## src/rtl/freq_meter.sv

```systemverilog
// freq_meter: measures rising edges and high time of an asynchronous input
// (typically a divider clk_out) over a fixed gate window of clk_in cycles.
// Results are latched at the end of each window with a one-cycle valid strobe.
module freq_meter #(
  parameter int GATE_CYCLES = 60,
  parameter int CNT_W       = 16,
  parameter int SYNC_STAGES = 2
) (
  input  logic             clk_in,
  input  logic             reset,
  input  logic             enable,
  input  logic             sig_in,
  output logic [CNT_W-1:0] count_out,
  output logic [CNT_W-1:0] high_out,
  output logic             overflow,
  output logic             valid,
  output logic             busy
);

  localparam int GW = (GATE_CYCLES > 2) ? $clog2(GATE_CYCLES) : 1;

  typedef enum logic [1:0] {IDLE, MEASURE, DONE} state_t;

  state_t                 r_state;
  state_t                 w_next;
  logic                   w_start;
  logic [SYNC_STAGES-1:0] r_sync;
  logic                   r_sig_prev;
  logic                   w_sig_s;
  logic                   w_rise;
  logic                   w_gate_last;
  logic [GW-1:0]          r_gate;
  logic [CNT_W-1:0]       r_edge;
  logic [CNT_W-1:0]       r_high;
  logic                   r_ovf;

  assign w_sig_s     = r_sync[SYNC_STAGES-1];
  assign w_rise      = w_sig_s & ~r_sig_prev;
  assign w_gate_last = (r_gate == GW'(GATE_CYCLES - 1));
  assign busy        = (r_state != IDLE);

  // Input synchronizer and previous-sample register, running in every state
  always_ff @(posedge clk_in) begin
    if (reset) begin
      r_sync     <= '0;
      r_sig_prev <= 1'b0;
    end else begin
      r_sync     <= {r_sync[SYNC_STAGES-2:0], sig_in};
      r_sig_prev <= w_sig_s;
    end
  end

  // FSM state register
  always_ff @(posedge clk_in) begin
    if (reset) r_state <= IDLE;
    else       r_state <= w_next;
  end

  // Next-state logic; w_start marks entry into a fresh window
  always_comb begin
    w_next  = r_state;
    w_start = 1'b0;
    case (r_state)
      IDLE: begin
        if (enable) begin
          w_next  = MEASURE;
          w_start = 1'b1;
        end
      end
      MEASURE: begin
        if (!enable)         w_next = IDLE;
        else if (w_gate_last) w_next = DONE;
      end
      DONE: begin
        if (enable) begin
          w_next  = MEASURE;
          w_start = 1'b1;
        end else begin
          w_next  = IDLE;
        end
      end
      default: w_next = IDLE;
    endcase
  end

  // Gate, edge and high-time counters with saturation and overflow flag
  always_ff @(posedge clk_in) begin
    if (reset || w_start) begin
      r_gate <= '0;
      r_edge <= '0;
      r_high <= '0;
      r_ovf  <= 1'b0;
    end else if (r_state == MEASURE) begin
      r_gate <= r_gate + 1'b1;
      if (w_rise) begin
        if (r_edge == '1) r_ovf  <= 1'b1;
        else              r_edge <= r_edge + 1'b1;
      end
      if (w_sig_s) begin
        if (r_high == '1) r_ovf  <= 1'b1;
        else              r_high <= r_high + 1'b1;
      end
    end
  end

  // Result latch: outputs and valid strobe appear together the cycle after DONE
  always_ff @(posedge clk_in) begin
    if (reset) begin
      count_out <= '0;
      high_out  <= '0;
      overflow  <= 1'b0;
      valid     <= 1'b0;
    end else begin
      valid <= 1'b0;
      if (r_state == DONE) begin
        count_out <= r_edge;
        high_out  <= r_high;
        overflow  <= r_ovf;
        valid     <= 1'b1;
      end
    end
  end

endmodule

```

## config.mk

```make
export PLATFORM = sky130hd
export DESIGN_NAME = freq_meter
export DESIGN_NICKNAME = d
export VERILOG_FILES = /design/src/rtl/freq_meter.sv
export SDC_FILE = /design/constraint.sdc
export NUM_CORES = 1
export LEC_CHECK = 0
export ABC_AREA = 1
export CELL_PAD_IN_SITES_DETAIL_PLACEMENT = 1
export CELL_PAD_IN_SITES_GLOBAL_PLACEMENT = 1
export CORE_ASPECT_RATIO = 0.9
export CORE_MARGIN = 2
export CORE_UTILIZATION = 40
export CTS_CLUSTER_DIAMETER = 80
export DETAILED_ROUTE_END_ITERATION = 10
export PLACE_DENSITY_LB_ADDON = 0.25
export SLEW_MARGIN = 10
export SYNTH_ARGS = -nofsm -noshare
export SYNTH_HDL_FRONTEND = slang
export SYNTH_SLANG_ARGS = --single-unit
```

## constraint.sdc

```tcl
create_clock -name clk_in -period 1.95 [get_ports clk_in]
set_input_delay 0.4875 -clock clk_in [delete_from_list [all_inputs] [get_ports clk_in]]
set_output_delay 0.4875 -clock clk_in [all_outputs]
set_load 0.03 [all_outputs]
```

==> results.tsv, run 1 <==
stage	metric	value	unit
synthesis	yosys.area.top_type	dfxtp_1	
synthesis	synth_cell_types	25	
synthesis	synth_edf_count	0	
global_route	overflow	0	
finish	nets	548	
global_route	grt_pass1_vias	3426	
clock_tree	h-tree-depth	3	
synthesis	syn_inst	499	
sta	rsz0062_at_grt	false	
setup_path	r2r_end	r_edge[9]	
die	die_h	92.9	um
finish	fin_cells	665	
drt	dr.pass1.iters	4	
drt	drt-initial-drc-count	160	
sta	maxSlewHeadroom	71.4	%
drt	wl_met1	4800	um
synthesis	yosysTopAreaCellShare	44.5	%
finish	antenna_cells	0	
setup_path	path_cells	clkdlybuf4s50_1	
clock_tree	insertion_delay	360	ps
setup_path	r2r_setup_slack	180	ps
drt	drc	0	
placed_design	dp_cells	649	
setup_path	critical_path_depth	1	
drt	dr_wl_met2	4380	um
clock_tree	numCtsBuffers	9	
die	core	0.00857	mm2
global_route	grt_pass1_wl	16400	um
job	maxCapViolations	0	
sta	worst_pin_slew	428	ps
clock_tree	numClockSinks	78	
synthesis	ys.flop_type	dfxtp_1	
setup_path	cp.required	1460	ps
synthesis	synth_area	0.00351	mm2
setup_path	critPathLaunch	overflow	
synthesis	synth.area.top_cells	dfxtp_1 44%, nand2_1 14%, a21oi_1 8.0%	
die	die_w	103	um
finish	layout-drive-gt1-share	7.69	%
power_and_ir_drop	ir_drop	0.000395	V
finish	area_delta_synth_final	21.0	%
clock_tree	cts_tree	done	
worst_hold_path	hp-class	reg -> reg	
drt	wl_per_cell	14.5	um
outcome	outcome	completed	
placed_design	place_hpwl	6930	um
setup_path	critPathArrivalTime	1390	ps
synthesis	synth_async_sr_flop_share	0	%
sta	min_period_over_period	96.1	%
synthesis	ys_ff_latch	78	
drt	dr.max_layer_used	met4	
drt	vias_per_cell	5.07	
die	start_util	41.0	%
setup_path	crit_path_max_fanout	2	
setup_path	cp_slowest_cell	clkdlybuf4s50_1	
sta	setup_viol	0	
setup_path	startpoint_type	flop	
drt	antenna_left	0	
placed_design	port_buffers	38	
synthesis	synth_seq_area_share	44.5	%
global_route	gr-usage-all-layers	21.8	%
sta	slew_viol_final	0	
die	fp-row-count	32	
clock_tree	cts_buffer_depth	2	
global_route	grt_max_degree	42	
power_and_ir_drop	power_leakage	1.54	nW
die	dieArea	0.00955	mm2
die	io_pins	39	
setup_path	max_stage_delay	680	ps
synthesis	syn-num-nets	506	
setup_path	cp_top_family	buffers and inverters	
clock_tree	path_clk_slew	90	ps
clock_tree	postCtsSetupRepairBufs	0	
drt	met3RoutedLength	369	um
setup_path	path_buf_inv	1	
setup_path	setup.worst_path.end	overflow	
drt	routed_wl	9630	um
setup_path	timing.rr.start	r_edge[0]	
sta	fin_crit	1870	ps
setup_path	worst-setup-path-type	reg -> out	
synthesis	avgSynthCellArea	7.04	um2
placed_design	place_congestion	0.851	
sta	fmax	534	MHz
sta	hold_viol	0	
synthesis	yosys_warnings	0	
finish	fillers	1146	
drt	vias	3370	
clock_tree	root_buffer	clkbuf_8	
sta	clock_skew	10.4	ps
setup_path	endpoint_kind	output pin	
global_route	antenna_found_initial	0	
setup_path	r2r_cells	8	
power_and_ir_drop	power.density	663	mW/mm2
sta	fin_setup_tns	0	ps
power_and_ir_drop	power	0.00282	W
routing by layer:
metal	track usage (%)	vias to the layer above
met3	5.43	8
li1	-	1688
met4	4.06	0
met5	0	-
met1	30.3	1610
met2	34.5	64
how the worst min path moves through the flow:
stage	end	from	cells past startpoint	slack, ps
6_report	r_sync[1]	r_sync[0]	2	430
5_1_grt	r_sync[1]	r_sync[0]	2	430
3_3_place_gp	r_sync[1]	r_sync[0]	2	390
3_5_place_dp	r_sync[1]	r_sync[0]	2	420
4_1_cts	r_sync[1]	r_sync[0]	2	430
2_1_floorplan	r_sync[1]	r_sync[0]	2	390
power breakdown:
group          switching, W  internal, W  total [W]  leakage, nW
Clock              0.000632     0.000490    0.00112       0.0841
Combinational     0.0000628    0.0000285  0.0000913        0.824
Sequential       0.00000542      0.00160    0.00160        0.629
Total              0.000700      0.00212    0.00282         1.54
kinds of logic after synthesis:
family	after synthesis	share of synthesized area, %
buf+inv	60	7.16
flops	78	44.5
fa+ha+maj	3	1.07
simple gates	244	29.4
compound gates	102	15.0
xor+xnor	12	2.99
cells in the mapped netlist (all sizes together) (4+ instances only):
cell type  count
a21oi         57
nand4         10
nand3         21
inv           42
o21ai         45
nand2        132
nor3           4
buf            6
nor2          74
xor2           9
dfxtp         78
clkbuf        12
cells in the final DEF (no fill, tap or decap):
| master | n |
|---|---|
| nand2_1 | 130 |
| xor2_1 | 9 |
| o21ai_0 | 44 |
| nand2_2 | 2 |
| buf_4 | 8 |
| inv_2 | 3 |
| clkdlybuf4s50_1 | 37 |
| o21ai_4 | 1 |
| nor3_4 | 1 |
| nor2_4 | 4 |
| nor3_1 | 3 |
| clkinvlp_4 | 3 |
| nand3_1 | 21 |
| and3_1 | 2 |
| a21oi_2 | 1 |
| nand4_1 | 9 |
| dlygate4sd2_1 | 1 |
| xnor2_1 | 3 |
| clkbuf_8 | 10 |
| nand4_2 | 1 |
| buf_12 | 3 |
| clkinv_2 | 3 |
| inv_1 | 39 |
| a21oi_1 | 56 |
| nor2_1 | 68 |
| nor2_2 | 2 |
| ha_1 | 3 |
| nor3b_1 | 1 |
| dfxtp_1 | 78 |
metrics by stage:
stage	instance area, um2	hold WS, ps	setup WS (ps)	utilization [%]
2_1_floorplan	3510	388	368	-
3_3_place_gp	4080	394	291	47.6
3_5_place_dp	4080	416	210	47.6
4_1_cts	4250	430	54.5	49.6
5_1_grt	4250	434	1.01	49.6
6_report	4250	426	76.0	49.6
sequential cells by signal, summed over array words and instances, names as in the netlist, 2 cells and up:
signal / cells
count_out: 16
high_out: 16
r_edge: 16
r_high: 16
r_gate: 6
r_state: 2
r_sync: 2
final cells by class:
type,instances,area (um2),share of cell area [%]
inverter,42,158,3.71
clock buffer,10,138,3.24
sequential,78,1560,36.7
tap,119,149,3.50
multi-input combinational,361,1710,40.2
clock inverter,6,37.5,0.883
timing repair buffer,49,499,11.7
timing repair:
| action | in CTS | in global routing |
|---|---|---|
| hold buffers | 0 | 0 |
| gates resized for setup | 1 | 0 |
| setup endpoints to repair | 1 | 0 |
Note: power is estimated with default switching activity, not from simulation.
==> inputs of run 2 (changes only) <==
--- a/config.mk
+++ b/config.mk
@@ -6,11 +6,9 @@
 export NUM_CORES = 1
 export LEC_CHECK = 0
 export ABC_AREA = 1
-export CELL_PAD_IN_SITES_DETAIL_PLACEMENT = 1
-export CELL_PAD_IN_SITES_GLOBAL_PLACEMENT = 1
 export CORE_ASPECT_RATIO = 0.9
 export CORE_MARGIN = 2
-export CORE_UTILIZATION = 40
+export CORE_UTILIZATION = 55
 export CTS_CLUSTER_DIAMETER = 80
 export DETAILED_ROUTE_END_ITERATION = 10
 export PLACE_DENSITY_LB_ADDON = 0.25
==> run 2 against run 1 <==
  * Die area shrank 26%
  * Largest cell class unchanged
  * Register-to-register slack about the same
  * Maximum frequency shrank 0.90%
  * First-iteration DRC count increased by 52%
  * Clock power fell by 4%
  * Global-route usage increased by 2.7 points
==> results.tsv, run 2 (synthesized netlist as in run 1, its figures left out) <==
stage	metric	value	unit	change
clock_tree	cts_buffer_depth	2		unchanged
global_route	grt_pass1_wl	13500	um	-18%
clock_tree	cts_tree	done		
sta	setup_viol	0		unchanged
finish	final_common_cell	nand2_1		
finish	nets	548		unchanged
clock_tree	postCtsSetupRepairBufs	0		unchanged
power_and_ir_drop	swShare	23.5	%	-1.4 points
setup_path	r2r_cells	7		-1
setup_path	r2r_end	r_edge[7]		
placed_design	place_congestion	0.896		+5.3%
drt	wl_per_cell	12.7	um	-13%
finish	layout_common_cells	130 x nand2_1, 78 x dfxtp_1, 68 x nor2_1		
setup_path	timing.rr.start	r_edge[1]		
die	io_pins	39		unchanged
die	die_h	79.8	um	-14%
die	die_w	88.2	um	-14%
clock_tree	numCtsBuffers	9		unchanged
sta	fin_crit	1890	ps	+17.0 ps
setup_path	worst-setup-path-type	reg -> out		
power_and_ir_drop	pwr-share-comb	3.1	%	about the same
finish	layout-drive-gt1-share	7.51	%	-0.18 points
placed_design	port_buffers	38		unchanged
sta	rsz0062_at_grt	false		
placed_design	post-place-ws	205	ps	-5.73 ps
placed_design	dp_cells	617		-4.9%
clock_tree	numClockSinks	78		unchanged
power_and_ir_drop	power.density	660	mW/mm2	-0.46%
finish	antenna_cells	0		unchanged
sta	clock_skew	5.56	ps	-4.88 ps
global_route	grt_pass1_vias	2982		-13%
sta	maxSlewHeadroom	67.2	%	-4.2 points
global_route	grt_max_degree	51		+21%
power_and_ir_drop	p_int	0.00212	W	+0.15%
sta	hold_viol	0		unchanged
worst_hold_path	worst_hold_path.num_cells	2		unchanged
setup_path	cp_top_family	buffers and inverters		
drt	vias_per_cell	5.22		+3.1%
global_route	antenna_found_initial	0		unchanged
finish	fin_cells	633		-4.8%
setup_path	cp_slowest_cell	clkdlybuf4s50_1		
setup_path	max_stage_delay	690	ps	about the same
die	start_util	57.1	%	+16 points
setup_path	critPathLaunch	high_out[10]		
drt	drt-initial-drc-count	243		+52%
setup_path	r2r_setup_slack	180	ps	about the same
die	fp-row-count	27		-16%
sta	worst_pin_slew	490	ps	+61.7 ps
outcome	outcome	completed		
power_and_ir_drop	seqPwrFrac	57.8	%	+0.9 points
power_and_ir_drop	power.switching	0.000650	W	-7.1%
setup_path	critPathArrivalTime	1400	ps	about the same
setup_path	cp.required	1460	ps	about the same
die	dieArea	0.00704	mm2	-26%
sta	setup_ws	58.9	ps	-17.0 ps
drt	dr.pass1.iters	5		+1
sta	slew_viol_final	0		unchanged
drt	drc	0		unchanged
drt	vias	3306		-1.9%
clock_tree	h-tree-depth	3		unchanged
finish	area_delta_synth_final	19.5	%	
setup_path	path_cells	clkdlybuf4s50_1		
drt	antenna_left	0		unchanged
setup_path	path_buf_inv	1		unchanged
setup_path	endpoint_kind	output pin		
worst_hold_path	hp-class	reg -> reg		
die	core	0.00615	mm2	-28%
sta	fmax	529	MHz	-0.90%
worst_hold_path	holdPathEnd	r_sync[1]		
sta	fin_setup_tns	0	ps	unchanged
setup_path	startpoint_type	flop		
drt	routed_wl	8020	um	-17%
sta	min_period_over_period	97.0	%	+0.87 points
clock_tree	insertion_delay	350	ps	about the same
power_and_ir_drop	clockPowerShare	39.0	%	-0.8 points
job	maxCapViolations	0		unchanged
global_route	overflow	0		unchanged
clock_tree	root_buffer	clkbuf_8		
worst_hold_path	min_from	r_sync[0]		
global_route	gr-usage-all-layers	24.5	%	+2.7 points
power_and_ir_drop	ir_drop	0.000484	V	+23%
clock_tree	path_clk_slew	80	ps	about the same
placed_design	place_hpwl	5560	um	-20%
setup_path	crit_path_max_fanout	2		unchanged
power_and_ir_drop	power_leakage	1.53	nW	-0.76%
[run 2: layout make-up]
class,count,area [um2]
multi-input combinational,361,1710
timing repair buffer,49,487
sequential,78,1560
fill,568,1950
inverter,42,158
clock inverter,5,35.0
tap,87,109
clock buffer,11,141
[run 2: per-layer routing]
metal	GRT usage, %	wire length, um
met5	0	0
met4	8.18	137
met3	5.07	551
met2	38.7	3610
met1	33.2	3720
[run 2: worst max-delay path by stage]
stage / to / slack [ps] / cells past startpoint
floorplan: r_edge[1] / 370 / 9
global placement: r_high[11] / 250 / 5
detailed placement: r_high[8] / 200 / 8
CTS: high_out[10] / 50 / 1
global route: r_high[14] / 6 / 8
finish: high_out[10] / 60 / 1
[run 2: timing repair]
| item | in CTS | in global routing |
|---|---|---|
| hold buffers | 0 | 0 |
| endpoints found under the setup margin | 1 | 0 |
| gates resized for setup | 1 | 0 |
[run 2: power by group through the flow]
stage	logic (W)	clock network, W	registers [W]
after floorplan	0.0000546	0	0.00164
after global placement	0.0000865	0	0.00164
after detailed placement	0.0000874	0	0.00164
after CTS	0.0000865	0.00111	0.00160
after global routing	0.0000951	0.00117	0.00160
final	0.0000867	0.00108	0.00160
[run 2: worst reg2reg max path: cells and delay by family, from the launching register on]
| kind | cells | cell delay (ps) |
|---|---|---|
| compound gates | 2 | 600 |
| flops | 1 | 410 |
| simple gates | 3 | 340 |
| fa+ha+maj | 1 | 200 |
| buf+inv | 1 | 140 |
[run 2: metrics by stage]
step	area, um2	utilization (%)	power (W)	hold slack (ps)
global placement	4020	65.4	0.00173	389
global route	4200	68.3	0.00287	424
detailed placement	4020	65.4	0.00173	396
CTS	4200	68.3	0.00280	409
floorplan	3510	-	0.00169	388
finish	4200	68.3	0.00277	408
==> inputs of run 3 (changes only) <==
--- a/config.mk
+++ b/config.mk
@@ -8,7 +8,7 @@
 export ABC_AREA = 1
 export CORE_ASPECT_RATIO = 0.9
 export CORE_MARGIN = 2
-export CORE_UTILIZATION = 55
+export CORE_UTILIZATION = 50
 export CTS_CLUSTER_DIAMETER = 80
 export DETAILED_ROUTE_END_ITERATION = 10
 export PLACE_DENSITY_LB_ADDON = 0.25
==> constraint.sdc (replaced) <==
create_clock -name clk_in -period 1.7 [get_ports clk_in]
set_input_delay 0.255 -clock clk_in [delete_from_list [all_inputs] [get_ports clk_in]]
set_output_delay 0.255 -clock clk_in [all_outputs]
set_load 0.03 [all_outputs]
==> run 3 against run 2 <==
  * Register-to-register slack lost 90 ps
  * Sequential cell count unchanged
  * Clock power is 39% higher
  * Power is 24% higher
  * Core utilization down 3.4 points
  * Sequential power increased by 15%
  * Setup slack improved by 9.4 ps
  * Die area rose by 9.5%
  * Critical path type unchanged
  * Largest cell class unchanged
  * Largest power group unchanged
==> results.tsv, run 3 (synthesized netlist as in run 1, its figures left out) <==
stage	metric	value	unit	change
drt	wl_per_cell	12.8	um	+1.3%
power_and_ir_drop	power.density	794	mW/mm2	+20%
power_and_ir_drop	ir_drop	0.000485	V	+0.16%
drt	vias	3320		+0.42%
die	dieArea	0.00771	mm2	+9.5%
global_route	grt_max_degree	42		-18%
clock_tree	numClockSinks	78		unchanged
global_route	overflow	0		unchanged
setup_path	cp_slowest_cell	clkdlybuf4s50_1		
global_route	gr-usage-all-layers	22.6	%	-1.9 points
power_and_ir_drop	power_leakage	1.61	nW	+5.8%
sta	hold_slack	407	ps	-1.14 ps
sta	clock_skew	4.57	ps	-0.984 ps
setup_path	startpoint_type	flop		
sta	fin_crit	1630	ps	
drt	drt-initial-drc-count	260		+7.0%
die	die_w	92.3	um	+4.7%
finish	final_common_cell	nand2_1		
sta	maxSlewHeadroom	76.7	%	+9.5 points
power_and_ir_drop	power	0.00345	W	+24%
global_route	grt_pass1_vias	3159		+5.9%
setup_path	path_cells	clkdlybuf4s50_1		
clock_tree	root_buffer	clkbuf_8		
global_route	grt_pass1_wl	14100	um	+4.3%
clock_tree	numCtsBuffers	9		unchanged
setup_path	worst-setup-path-type	reg -> out		
finish	antenna_cells	0		unchanged
finish	area_delta_synth_final	23.6	%	
sta	fmax	613	MHz	
setup_path	cp.required	1440	ps	-20 ps
setup_path	cp_top_family	buffers and inverters		
job	maxCapViolations	0		unchanged
outcome	outcome	completed		
setup_path	critPathArrivalTime	1380	ps	-20 ps
sta	worst_pin_slew	349	ps	-141 ps
setup_path	endpoint_kind	output pin		
sta	min_period_over_period	96.0	%	
placed_design	port_buffers	38		unchanged
finish	layout-drive-gt1-share	9.87	%	+2.4 points
clock_tree	cts_tree	done		
global_route	antenna_found_initial	0		unchanged
drt	routed_wl	8300	um	+3.5%
placed_design	place_hpwl	5810	um	+4.6%
drt	antenna_left	0		unchanged
finish	layout_common_cells	130 x nand2_1, 76 x dfxtp_1, 67 x nor2_1		
clock_tree	cts_buffer_depth	2		unchanged
finish	nets	559		+2.0%
setup_path	max_stage_delay	690	ps	about the same
drt	dr.pass1.iters	5		unchanged
sta	slew_viol_final	0		unchanged
die	fp-row-count	28		+3.7%
clock_tree	cts_hold_buf	0		unchanged
placed_design	place_congestion	0.932		+4.0%
drt	vias_per_cell	5.13		-1.7%
worst_hold_path	hp-class	reg -> reg		
clock_tree	h-tree-depth	3		unchanged
sta	setup_viol	0		unchanged
die	die_h	83.5	um	+4.6%
die	start_util	52.5	%	-4.6 points
setup_path	crit_path_max_fanout	2		unchanged
sta	hold_viol	0		unchanged
die	core	0.00669	mm2	+8.8%
die	io_pins	39		unchanged
clock_tree	insertion_delay	350	ps	about the same
clock_tree	path_clk_slew	80	ps	about the same
setup_path	path_buf_inv	1		unchanged
drt	drc	0		unchanged
## run 3: cell count changes in the layout (fill, tap and decap cells not counted), moves of 2 or more
cell	delta
buf_4	+10
bufinv_16	+2
clkinvlp_4	-4
dfxtp_1	-2
dfxtp_2	+2
nor2_4	+2
## run 3: routing by layer
layer	wire length, um	vias up	part of all wire [%]	global-route usage (%)
li1	-	1720	-	-
met1	4010	1498	48	29.7
met2	3700	90	45	35.3
met3	464	12	5.6	7.68
met4	120	0	1.4	6.51
met5	0	-	0	0
## run 3: report_power, final
part           leakage, nW  switching (W)  total, W  internal, W
Clock                0.110       0.000638   0.00150     0.000863
Sequential           0.630     0.00000556   0.00184      0.00183
Combinational        0.874      0.0000697  0.000107    0.0000377
Total                 1.61       0.000713   0.00345      0.00273
## run 3: repair_timing
action / in CTS / in global routing
pin swaps: 0 / 2
cloned: 0 / 1
setup buffers: 0 / 1
resized for setup: 1 / 7
endpoints found under the hold margin: 0 / 0
endpoints found under the setup margin: 1 / 26
## run 3: worst register-to-register path, stage by stage, from the launching register on
cell     delay, ps
dfxtp_1        390
ha_1           200
nand3_1        110
inv_1          150
nand2_2        130
o21ai_4        180
buf_12         160
nand2_1         60
a21oi_1        150
## run 3: layout make-up
class | count | area (um2)
clock buffers | 12 | 145
clock inverters | 4 | 70.1
fillers | 596 | 2350
inverters | 42 | 158
multi-input cells | 362 | 1730
flip-flops and latches | 78 | 1560
well taps | 90 | 113
repair buffers | 59 | 562
## run 3: worst paths after layout
path / start / to / slack (ps) / depth (start not counted)
worst max register to register: r_edge[1] / r_edge[3] / 90 / 8
worst min-delay path: r_sync[0] / r_sync[1] / 410 / 2
worst max-delay path: high_out[1] / high_out[1] / 70 / 1
worst min register to register: r_sync[0] / r_sync[1] / 410 / 2
## run 3: per-stage QoR
step	worst slack, ps	instances	TNS, ps	util, %	area, um2
6_report	68.3	647	0	64.9	4340
5_1_grt	-49.4	647	-315	64.9	4340
4_1_cts	6.34	645	0	64.2	4300
3_5_place_dp	43.7	629	0	61.0	4080
3_3_place_gp	98.3	629	0	61.0	4080
2_1_floorplan	118	499	0	-	3510
